[config.mk]
export PLATFORM = sky130hd
export DESIGN_NAME = hs_elastic_fifo
export DESIGN_NICKNAME = d
export VERILOG_FILES = /design/src/rtl/hs_elastic_fifo.sv
export SDC_FILE = /design/constraint.sdc
export NUM_CORES = 1
export LEC_CHECK = 0
export CAP_MARGIN = 25
export CORE_ASPECT_RATIO = 0.5
export CORE_MARGIN = 4
export CORE_UTILIZATION = 25
export DETAILED_ROUTE_END_ITERATION = 10
export PLACE_DENSITY = 0.47
export SLEW_MARGIN = 5
export SYNTH_ARGS = -nofsm -noshare
export SYNTH_HDL_FRONTEND = slang
export SYNTH_SLANG_ARGS = --single-unit
[constraint.sdc]
create_clock -name clk_i -period 4.77 [get_ports clk_i]
set_clock_uncertainty 0.15 [all_clocks]
set_input_delay 0.477 -clock clk_i [delete_from_list [all_inputs] [get_ports clk_i]]
set_output_delay 0.477 -clock clk_i [all_outputs]
set_load 0.01 [all_outputs]
[src/rtl/hs_elastic_fifo.sv]
// Valid/ready elastic FIFO with configurable depth, optional empty-bypass (fall-through),
// synchronous flush and occupancy output. Pointers wrap explicitly at DEPTH-1.
module hs_elastic_fifo #(
  parameter int DATA_W       = 32,
  parameter int DEPTH        = 2,
  parameter bit FALL_THROUGH = 1'b0,
  parameter int CNT_W        = $clog2(DEPTH + 1)
) (
  input  logic              clk_i,
  input  logic              rst_ni,
  input  logic              flush_i,
  input  logic              in_valid_i,
  output logic              in_ready_o,
  input  logic [DATA_W-1:0] in_data_i,
  output logic              out_valid_o,
  input  logic              out_ready_i,
  output logic [DATA_W-1:0] out_data_o,
  output logic [CNT_W-1:0]  count_o
);

  localparam int PTR_W = (DEPTH > 1) ? $clog2(DEPTH) : 1;
  localparam logic [CNT_W-1:0] FULL = CNT_W'(DEPTH);
  localparam logic [PTR_W-1:0] LAST = PTR_W'(DEPTH - 1);

  logic [DATA_W-1:0] mem [DEPTH];
  logic [PTR_W-1:0]  rd_ptr;
  logic [PTR_W-1:0]  wr_ptr;
  logic [CNT_W-1:0]  count;
  logic              empty;
  logic              push;
  logic              pop;
  logic              bypass;

  function automatic logic [PTR_W-1:0] ptr_inc(input logic [PTR_W-1:0] p);
    return (p == LAST) ? '0 : p + PTR_W'(1);
  endfunction

  assign empty      = (count == '0);
  // Ready looks only at stored occupancy, so a pop cannot free a slot in the same cycle.
  assign in_ready_o = (count != FULL);
  assign count_o    = count;

  always_comb begin
    out_valid_o = !empty;
    out_data_o  = mem[rd_ptr];
    if (FALL_THROUGH) begin
      out_valid_o = !empty || in_valid_i;
      if (empty) out_data_o = in_data_i;
    end
  end

  assign push   = in_valid_i && in_ready_o && !flush_i;
  assign pop    = out_valid_o && out_ready_i && !flush_i;
  // Word passed straight through an empty fall-through buffer: no state changes.
  assign bypass = FALL_THROUGH && empty && push && pop;

  always_ff @(posedge clk_i) begin
    if (!rst_ni || flush_i) begin
      rd_ptr <= '0;
      wr_ptr <= '0;
      count  <= '0;
    end else if (!bypass) begin
      if (push) wr_ptr <= ptr_inc(wr_ptr);
      if (pop)  rd_ptr <= ptr_inc(rd_ptr);
      count <= count + CNT_W'(push) - CNT_W'(pop);
    end
  end

  always_ff @(posedge clk_i) begin
    if (rst_ni && push && !bypass) mem[wr_ptr] <= in_data_i;
  end

`ifndef SYNTHESIS
  a_in_hold: assert property (@(posedge clk_i) disable iff (!rst_ni)
    (rst_ni && !flush_i && in_valid_i && !push) |=> in_valid_i);
  a_count_max: assert property (@(posedge clk_i) disable iff (!rst_ni) count <= FULL);
  a_push_ready: assert property (@(posedge clk_i) disable iff (!rst_ni) push |-> in_ready_o);
`endif

endmodule

======== After elaboration in Yosys (flattened, before gate mapping) ========
Memory sizes are Yosys's and may differ from the RTL's. A register that Yosys moved wholly into a read port is not among the register bits.
Cells that the tools add are included.
cells by class
  $add $sub $neg .......................... 4
  eq/ne operators ......................... 1
  mux-type cells .......................... 6
  reductions and logical operators ........ 10
operator list
  cell                   number
  $mux W1                6
  $logic_and A1 B1 Y1    5
  $logic_not A1 Y1       3
  $add A1 B1 Y1 const B  2
  $add A2 B1 Y2          1
  $logic_not A2 Y1       1
  $ne A2 B2 Y1 const B   1
  $sub A2 B1 Y2          1
  $logic_or A1 B1 Y1     1
word-level totals
  flip-flop bits (word level) ............. 4
  RAM bits ................................ 64
  input port bits ......................... 37
  output and inout bits ................... 36
  word-level logic and storage cells ...... 25
  memories kept ........................... 1
memory list
  name  depth  width  rd ports  clocked after memory_dff  wr ports  line  RTL
  mem   2      32     1         1                         1         25    logic [DATA_W-1:0] mem [DEPTH];

======== Longest topological paths before layout ========
Gate-level depths: netlist of run 1.
  depth after elaboration ................. 6
  mapped depth ............................ 9
  gate-level depth less buffers ........... 9

======== Worst setup path after synthesis of run 1 ========
OpenSTA, ideal clock, no wires.
  path kind ............................... input port to flip-flop
  start ................................... input port flush_i
  end ..................................... memory mem[0][0], enable pin
  library setup time ...................... 0.421 ns
  arrival time ............................ 2.165 ns
  data required time ...................... 4.199 ns
  path slack .............................. 2.034 ns
  stages on the path ...................... 3
  path buffers ............................ 0
  path through ............................ and2b_2 > nand3_1 > nor2_1
between the ends
  longest elaborated chain between the ends .. 5
ends and longest elaborated chain
  what                           line  RTL
  from (decl)                    11    input logic flush_i,
  $logic_not A1 Y1               52    assign push = in_valid_i && in_ready_o && !flush_i;
  $logic_and A1 B1 Y1            52
  $logic_and A1 B1 Y1            70    if (rst_ni && push && !bypass) mem[wr_ptr] <= in_data_i;
  $mux W1                        70
  $mux W1 (implied by the code)  70
  to (decl)                      25
No other way between the ends.

==> results of run 1 <==
-- layer usage --
| layer | GRT usage, % | wire [microns] |
|---|---|---|
| met5 | 0 | 0 |
| met4 | 2.62 | 34 |
| met3 | 3.37 | 164 |
| met2 | 14.3 | 2750 |
| met1 | 8.30 | 1980 |
-- worst register-to-register path, stage by stage, from the launching register on --
cell	delay (ps)
dfxtp_1	380
nand2b_1	170
nand3_1	210
nor2_4	780
-- worst min path at each step --
stage / startpoint / slack [ps] / cells past startpoint / end
after global routing: wr_ptr / 390 / 1 / wr_ptr
after CTS: rd_ptr / 350 / 2 / register
after detailed placement: rd_ptr / 350 / 2 / register
after global placement: rd_ptr / 340 / 2 / register
final: rd_ptr / 350 / 2 / register
after floorplan: wr_ptr / 290 / 1 / wr_ptr
-- cell type report --
class,instances,area [sq um],area share [%]
inverter,2,7.51,0.191
multi-input combinational,55,638,16.2
timing repair buffer,74,761,19.4
clock buffer,12,256,6.52
clock inverter,4,70.1,1.78
sequential,69,2020,51.5
tap,140,175,4.46
-- logic make-up (layout without fill, tap and decap cells) --
| logic type | Yosys count | in the layout | share of synthesized area, % |
|---|---|---|---|
| simple gates | 17 | 17 | 3.45 |
| fa+ha+maj | 2 | 2 | 0.919 |
| flops | 69 | 69 | 74.2 |
| mux | 32 | 32 | 17.4 |
| compound gates | 2 | 2 | 0.505 |
| buf+inv | 6 | 92 | 2.89 |
| xor+xnor | 2 | 2 | 0.643 |
-- sequential cells by signal, summed over array words and instances, names as in the netlist, named ones only --
name	cells
wr_ptr	1
mem	64
rd_ptr	1
count_o	2
-- report_power, final --
part           switching, uW  internal, uW  leakage (uW)
registers               3.78           674      0.000622
logic                   32.1          59.5      0.000590
clock network            217           484      0.000163
-- cells in the mapped netlist --
library cell,number
and2_1,1
and2b_2,1
buf_12,3
buf_6,1
dfxtp_1,5
edfxtp_1,64
ha_1,2
inv_1,2
mux2_2,2
mux2_4,30
nand2_1,2
nand2b_1,1
nand2b_4,1
nand3_1,2
nor2_1,6
o21ai_1,1
o2bb2ai_1,1
or2_1,1
or2_2,1
or3_1,1
xnor2_1,1
xor2_1,1
-- stage by stage --
stage,utilization (%),hold slack (ps)
after floorplan,-,287
after global placement,34.2,336
after detailed placement,34.4,350
after CTS,37.6,351
after global routing,37.8,388
final,37.8,351
-- layout by cell type (no fill, tap or decap), drive strengths merged --
| cell | synthesis | routed |
|---|---|---|
| nand2 | 2 | 2 |
| nand3 | 2 | 2 |
| ha | 2 | 2 |
| and2 | 1 | 1 |
| edfxtp | 64 | 64 |
| xnor2 | 1 | 1 |
| o2bb2ai | 1 | 1 |
| clkinv | 0 | 2 |
| buf | 4 | 2 |
| dfxtp | 5 | 5 |
| and2b | 1 | 1 |
| bufinv | 0 | 2 |
| or2 | 2 | 2 |
| nand2b | 2 | 2 |
| mux2 | 32 | 32 |
| or3 | 1 | 1 |
| nor2 | 6 | 6 |
| o21ai | 1 | 1 |
| clkbuf | 0 | 12 |
| clkdlybuf4s50 | 0 | 72 |
| inv | 2 | 2 |
| xor2 | 1 | 1 |
==> impl_metrics.py, run 1 <==
metrics = {
    "critical_path": {
        "slowest_delay_ps": 480,
        "crit_cells": 3,
        "critPathLaunchType": "register",
        "crit_path_end_kind": "output pin",
        "worst-r2r-setup-slack_ps": 2690,
        "rr_startpoint": "count_o[0]",
        "critPathKind": "reg -> out",
        "crit_path_end": "out_data_o[19]",
        "cp.buffers_inverters": 2,
        "slowest_stage": "dfxtp_2",
        "rr_endpoint": "mem[1][30]",
        "cp_cell_sequence": "buf_12 -> mux2_2 -> clkdlybuf4s50_1",
        "cp_data_arrival_time_ps": 1900,
        "reg2reg_depth": 3,
        "path_delay_family": "buffers and inverters",
        "worstPathRequired_ps": 4140,
        "crit_fanout": 26,
    },
    "sta": {
        "rsz0062_at_grt": "false",
        "hold_viol_final": 0,
        "worst_slack_ps": 2240,
        "fmax_mhz": 395,
        "slew_headroom_pct": 36.8,
        "finalSetupViolations": 0,
        "tightestPinTransition_ps": 945,
        "setup-tns-final_ps": 0,
        "report.final.slew_viol_count": 0,
        "final.min_clock_period_ps": 2530,
        "period_share_pct": 53.1,
    },
    "synth": {
        "ys_warn_count": 0,
        "synth_cell_types": 22,
        "yosys.area.top_type_share_pct": 70.6,
        "yosysTopAreaCell": "edfxtp_1",
        "syn_inst": 130,
        "avgSynthCellArea_sq_um": 21.0,
        "syn-num-nets": 169,
        "synthesis.area_sq_mm": 0.00272,
        "synth.top_cells.by_area": "edfxtp_1, mux2_4, dfxtp_1, buf_12, ha_1",
        "synth_seq_cells": 69,
        "ys_seq_area_share_pct": 74.2,
    },
    "route": {
        "drt_wl_total_microns": 4940,
        "vias": 1338,
        "drtIter0Drc": 46,
        "vias_per_cell": 3.76,
        "first_pass_iters": 4,
        "ant_nets": 0,
        "drc": 0,
        "avgRoutedWirePerCell_microns": 13.9,
    },
    "grt": {
        "grt_pass1_vias": 1435,
        "grt_max_degree": 33,
        "antenna_found_initial": 0,
        "grt.total_usage_pct": 7.83,
        "grt-ovfl-total": 0,
        "grt_pass1_wl_microns": 7420,
    },
    "clock_tree": {
        "cts_tree": "done",
        "cts_buffers": 9,
        "root_buffer": "clkbuf_16",
        "clockBufferDepth": 2,
        "cts.sinks": 69,
        "ctsResizeCount": 0,
        "post_cts_buffers": 0,
        "htree_levels": 3,
        "clock_latency_ps": 310,
        "cts.clk_slew.worst_paths_ps": 50,
        "cts_hold_buf": 0,
    },
    "placement": {
        "dp_slack_ps": 1980,
        "io_buffers": 72,
        "gp_congestion": 0.737,
        "dp_cells": 339,
        "dpl.hpwl_microns": 3390,
        "placed_area_sq_mm": 0.00358,
    },
    "run": {
        "drv_cap": 0,
    },
    "die": {
        "rows": 26,
        "initial_utilization_pct": 26.2,
        "core_area_sq_mm": 0.0104,
        "die_w_microns": 156,
        "die_area_sq_mm": 0.0127,
        "die_h_microns": 81.8,
        "io_pins": 73,
    },
    "pwr": {
        "fin_total_pwr_uw": 1470,
        "leakagePower_uw": 0.00138,
        "ir_worst_vdd_v": 0.000197,
        "p_per_area_mw_per_mm2": 374,
    },
    "finish": {
        "antennaDiodeCount": 0,
        "instances_no_fill": 356,
        "drive_gt1_share_pct": 25.5,
        "finish.net_count": 250,
        "syn_to_final_growth_pct": 44.3,
        "fillers": 982,
        "final_cell_area_sq_mm": 0.00393,
    },
    "min_path": {
        "hold_path_class": "reg -> reg",
    },
    "status": {
        "status": "completed",
    },
}
Power figures use the tool's default switching activity.
==> run 2, diff against run 1 <==
- clock period: 4.77 -> 2.6 ns (I/O delays scaled with it)
==> run 2 against run 1 <==
Power is 66% higher. Count of clock-buffer cells in the layout increased by 1. Design area is 1.8% lower. Non-clock buffer count increased by 4. Final cell count increased by 1.1%. First-iteration DRC count rose by 67%.
==> impl_metrics.py, run 2 (same netlist as run 1, synthesis figures left out) <==
metrics = {
    "finish": {
        "mostFrequentLayoutCell": "clkdlybuf4s50_1",
        "syn_to_final_growth_pct": 41.8,
        "layout_common_cells": "clkdlybuf4s50_1, edfxtp_1, mux2_4, clkbuf_16, buf_4",
        "register_area_sq_mm": 0.00202,
        "fillers": 979,
        "finish.net_count": 254,
        "antennaDiodeCount": 0,
        "final_cell_area_sq_mm": 0.00386,
        "drive_gt1_share_pct": 24.5,
        "largest_reg_flops": 64,
        "largest_register": "mem",
        "instances_no_fill": 360,
        "multi_input_area_sq_um": 638,
    },
    "sta": {
        "report.final.slew_viol_count": 0,
        "finalSetupViolations": 0,
        "setup-tns-final_ps": 0,
        "worst_slack_ps": 388,
        "hold_viol_final": 0,
        "period_share_pct": 85.1,
        "final.min_clock_period_ps": 2210,
        "slew_headroom_pct": 76.5,
        "hold_ws_ps": 354,
        "tightestPinTransition_ps": 352,
        "fmax_mhz": 452,
        "rsz0062_at_grt": "false",
    },
    "clock_tree": {
        "cts.sinks": 69,
        "clockBufferDepth": 2,
        "cts.clk_slew.worst_paths_ps": 50,
        "cts_buffers": 9,
        "ctsResizeCount": 0,
        "cts_hold_buf": 0,
        "cts_tree": "done",
        "root_buffer": "clkbuf_16",
        "htree_levels": 3,
        "clock_latency_ps": 320,
        "post_cts_buffers": 0,
    },
    "critical_path": {
        "crit_fanout": 17,
        "critPathLaunchType": "register",
        "cp_data_arrival_time_ps": 1800,
        "critPathKind": "reg -> out",
        "crit_path_end_kind": "output pin",
        "worstPathRequired_ps": 2190,
    },
    "route": {
        "avgRoutedWirePerCell_microns": 13.9,
        "drc": 0,
        "first_pass_iters": 4,
        "drt_wl_total_microns": 5020,
        "drtIter0Drc": 77,
        "vias": 1399,
        "vias_per_cell": 3.89,
        "ant_nets": 0,
    },
    "grt": {
        "grt.total_usage_pct": 8.38,
        "grt-ovfl-total": 0,
        "antenna_found_initial": 0,
        "grt_max_degree": 18,
        "grt_pass1_vias": 1545,
        "grt_pass1_wl_microns": 7830,
    },
    "run": {
        "drv_cap": 0,
    },
    "placement": {
        "dpl.hpwl_microns": 3580,
        "dp_slack_ps": 389,
        "dp_cells": 344,
        "io_buffers": 72,
        "placed_area_sq_mm": 0.00361,
        "gp_congestion": 0.700,
    },
    "die": {
        "initial_utilization_pct": 26.2,
        "rows": 26,
        "core_area_sq_mm": 0.0104,
        "io_pins": 73,
        "die_w_microns": 156,
        "die_h_microns": 81.8,
        "die_area_sq_mm": 0.0127,
    },
    "pwr": {
        "leakagePower_uw": 0.00135,
        "ir_worst_vdd_v": 0.000283,
        "p_per_area_mw_per_mm2": 631,
    },
    "min_path": {
        "hold_path_class": "reg -> reg",
    },
    "status": {
        "status": "completed",
    },
}
run 2: metrics by stage:
stage          power (uW)  util, %
6_report             2440     37.1
5_1_grt              2540     37.1
4_1_cts              2480     37.1
3_5_place_dp         1440     34.7
3_3_place_gp         1430     34.7
2_1_floorplan        1330        -
run 2: cell type report:
type / count / share of cell area (%)
repair buffers: 78 / 19.8
multi-input cells: 55 / 16.5
inverters: 2 / 0.194
flip-flops and latches: 69 / 52.4
clock inverters: 3 / 0.324
well taps: 140 / 4.54
clock buffers: 13 / 6.22
run 2: metal layers:
metal | up-vias | global-route usage, % | share of wire (%)
li1 | 664 | - | -
met1 | 703 | 8.66 | 39
met2 | 25 | 15.0 | 55
met3 | 7 | 3.68 | 4.4
met4 | 0 | 3.93 | 1.6
met5 | - | 0 | 0
run 2: worst max-delay path, stage by stage, from the launching register on:
cell             delay [ps]
dfxtp_2                 320
buf_4                   330
mux2_4                  350
clkdlybuf4s50_1         480
run 2: where the power goes:
group / internal, uW / switching, uW
combinational: 108 / 58.6
clock: 637 / 391
sequential: 1240 / 6.16
total: 1980 / 456
run 2: final timing paths:
check              from             to  slack [ps]  cells past startpoint
max            register  out_data_o[3]         390                      3
max reg2reg  count_o[0]     count_o[1]         570                      9
min              rd_ptr         rd_ptr         350                      2
min reg2reg      rd_ptr         rd_ptr         350                      2
==> run 3, diff against run 2 <==
- PLACE_DENSITY: 0.47 -> default
- PLACE_DENSITY_LB_ADDON: default -> 0.25
==> run 3 against run 2 <==
Power is essentially flat. Sequential share of layout area is the same. Critical path depth is the same. Register-to-register slack is essentially flat. Count of clock-buffer cells in the layout is the same. Non-clock buffer count is the same. Via count shrank 0.64%. Core utilization is the same. Wire length shrank 0.62%. Critical path type unchanged.
==> impl_metrics.py, run 3 (same netlist as run 1, synthesis figures left out) <==
metrics = {
    "status": {
        "status": "completed",
    },
    "sta": {
        "period_share_pct": 84.9,
        "rsz0062_at_grt": "false",
        "fmax_mhz": 453,
        "slew_headroom_pct": 77.1,
        "hold_ws_ps": 353,
        "finalSetupViolations": 0,
        "hold_viol_final": 0,
        "tightestPinTransition_ps": 343,
        "report.final.slew_viol_count": 0,
        "final.min_clock_period_ps": 2210,
    },
    "route": {
        "drt_wl_total_microns": 4990,
        "vias_per_cell": 3.86,
        "ant_nets": 0,
        "drc": 0,
        "vias": 1390,
        "avgRoutedWirePerCell_microns": 13.9,
        "drtIter0Drc": 35,
        "first_pass_iters": 4,
    },
    "clock_tree": {
        "htree_levels": 3,
        "ctsResizeCount": 0,
        "cts.sinks": 69,
        "root_buffer": "clkbuf_16",
        "cts_buffers": 9,
        "post_cts_buffers": 0,
        "cts_tree": "done",
        "clockBufferDepth": 2,
        "clock_latency_ps": 320,
        "cts.clk_slew.worst_paths_ps": 50,
        "cts_hold_buf": 0,
    },
    "finish": {
        "largest_register": "mem",
        "mostFrequentLayoutCell": "clkdlybuf4s50_1",
        "final_cell_area_sq_mm": 0.00386,
        "finish.net_count": 254,
        "multi_input_area_sq_um": 638,
        "antennaDiodeCount": 0,
        "largest_reg_flops": 64,
        "layout_common_cells": "clkdlybuf4s50_1, edfxtp_1, mux2_4, clkbuf_16, buf_4",
        "fillers": 993,
        "syn_to_final_growth_pct": 41.8,
        "drive_gt1_share_pct": 24.5,
        "instances_no_fill": 360,
        "register_area_sq_mm": 0.00202,
        "fin_util_pct": 37.1,
    },
    "critical_path": {
        "critPathLaunchType": "register",
        "worstPathRequired_ps": 2190,
        "reg2reg_depth": 9,
        "critPathKind": "reg -> out",
        "worst-r2r-setup-slack_ps": 560,
        "cp_data_arrival_time_ps": 1800,
        "rr_endpoint": "count_o[1]",
        "crit_fanout": 17,
        "rr_startpoint": "count_o[0]",
        "crit_path_end_kind": "output pin",
    },
    "grt": {
        "grt_max_degree": 18,
        "grt_pass1_vias": 1523,
        "grt_pass1_wl_microns": 7620,
        "antenna_found_initial": 0,
        "grt.total_usage_pct": 8.37,
        "grt-ovfl-total": 0,
    },
    "min_path": {
        "hold_depth": 2,
        "hold_end": "rd_ptr",
        "hold_start": "rd_ptr",
        "hold_path_class": "reg -> reg",
    },
    "placement": {
        "gp_congestion": 0.716,
        "io_buffers": 72,
        "dpl.hpwl_microns": 3590,
        "dp_cells": 344,
        "placed_area_sq_mm": 0.00361,
    },
    "die": {
        "initial_utilization_pct": 26.2,
        "core_area_sq_mm": 0.0104,
        "die_area_sq_mm": 0.0127,
        "rows": 26,
        "die_w_microns": 156,
        "io_pins": 73,
        "die_h_microns": 81.8,
    },
    "pwr": {
        "fin_total_pwr_uw": 2440,
        "leakagePower_uw": 0.00135,
        "ir_worst_vdd_v": 0.000286,
        "p_per_area_mw_per_mm2": 631,
    },
    "run": {
        "drv_cap": 0,
    },
}
run 3: how the worst max path moves through the flow:
stage                           endpoint       start
after floorplan                mem[0][0]  count_o[0]
after global placement        count_o[1]  in_valid_i
after detailed placement      count_o[1]  in_valid_i
after CTS                 out_data_o[28]    register
after global routing       out_data_o[3]    register
final                     out_data_o[20]    register
run 3: power breakdown:
group          switching, uW  internal (uW)
registers               6.09           1240
clock network            392            636
logic                   58.2            108
run 3: through the flow:
| stage | worst slack [ps] | TNS, ps |
|---|---|---|
| CTS | 362 | 0 |
| global placement | 419 | 0 |
| floorplan | -89.0 | -5700 |
| detailed placement | 378 | 0 |
| finish | 393 | 0 |
| global route | 320 | 0 |
run 3: critical path: stages, from the launching register on:
cell and delay, ps:
dfxtp_2 320, buf_4 320, mux2_4 340, clkdlybuf4s50_1 480
run 3: final cells by class:
type,count,share of cell area (%)
Clock inverter,3,0.324
Inverter,2,0.194
Multi-Input combinational cell,55,16.5
Clock buffer,13,6.22
Tap cell,140,4.54
Timing Repair Buffer,78,19.8
Sequential cell,69,52.4
run 3: metal layers:
metal / GRT usage [%] / share of wire (%) / vias to the layer above
met5: 0 / 0 / -
met4: 3.93 / 1.3 / 0
met3: 4.68 / 5.9 / 5
met2: 14.6 / 56 / 28
met1: 8.28 / 37 / 690
li1: - / - / 667
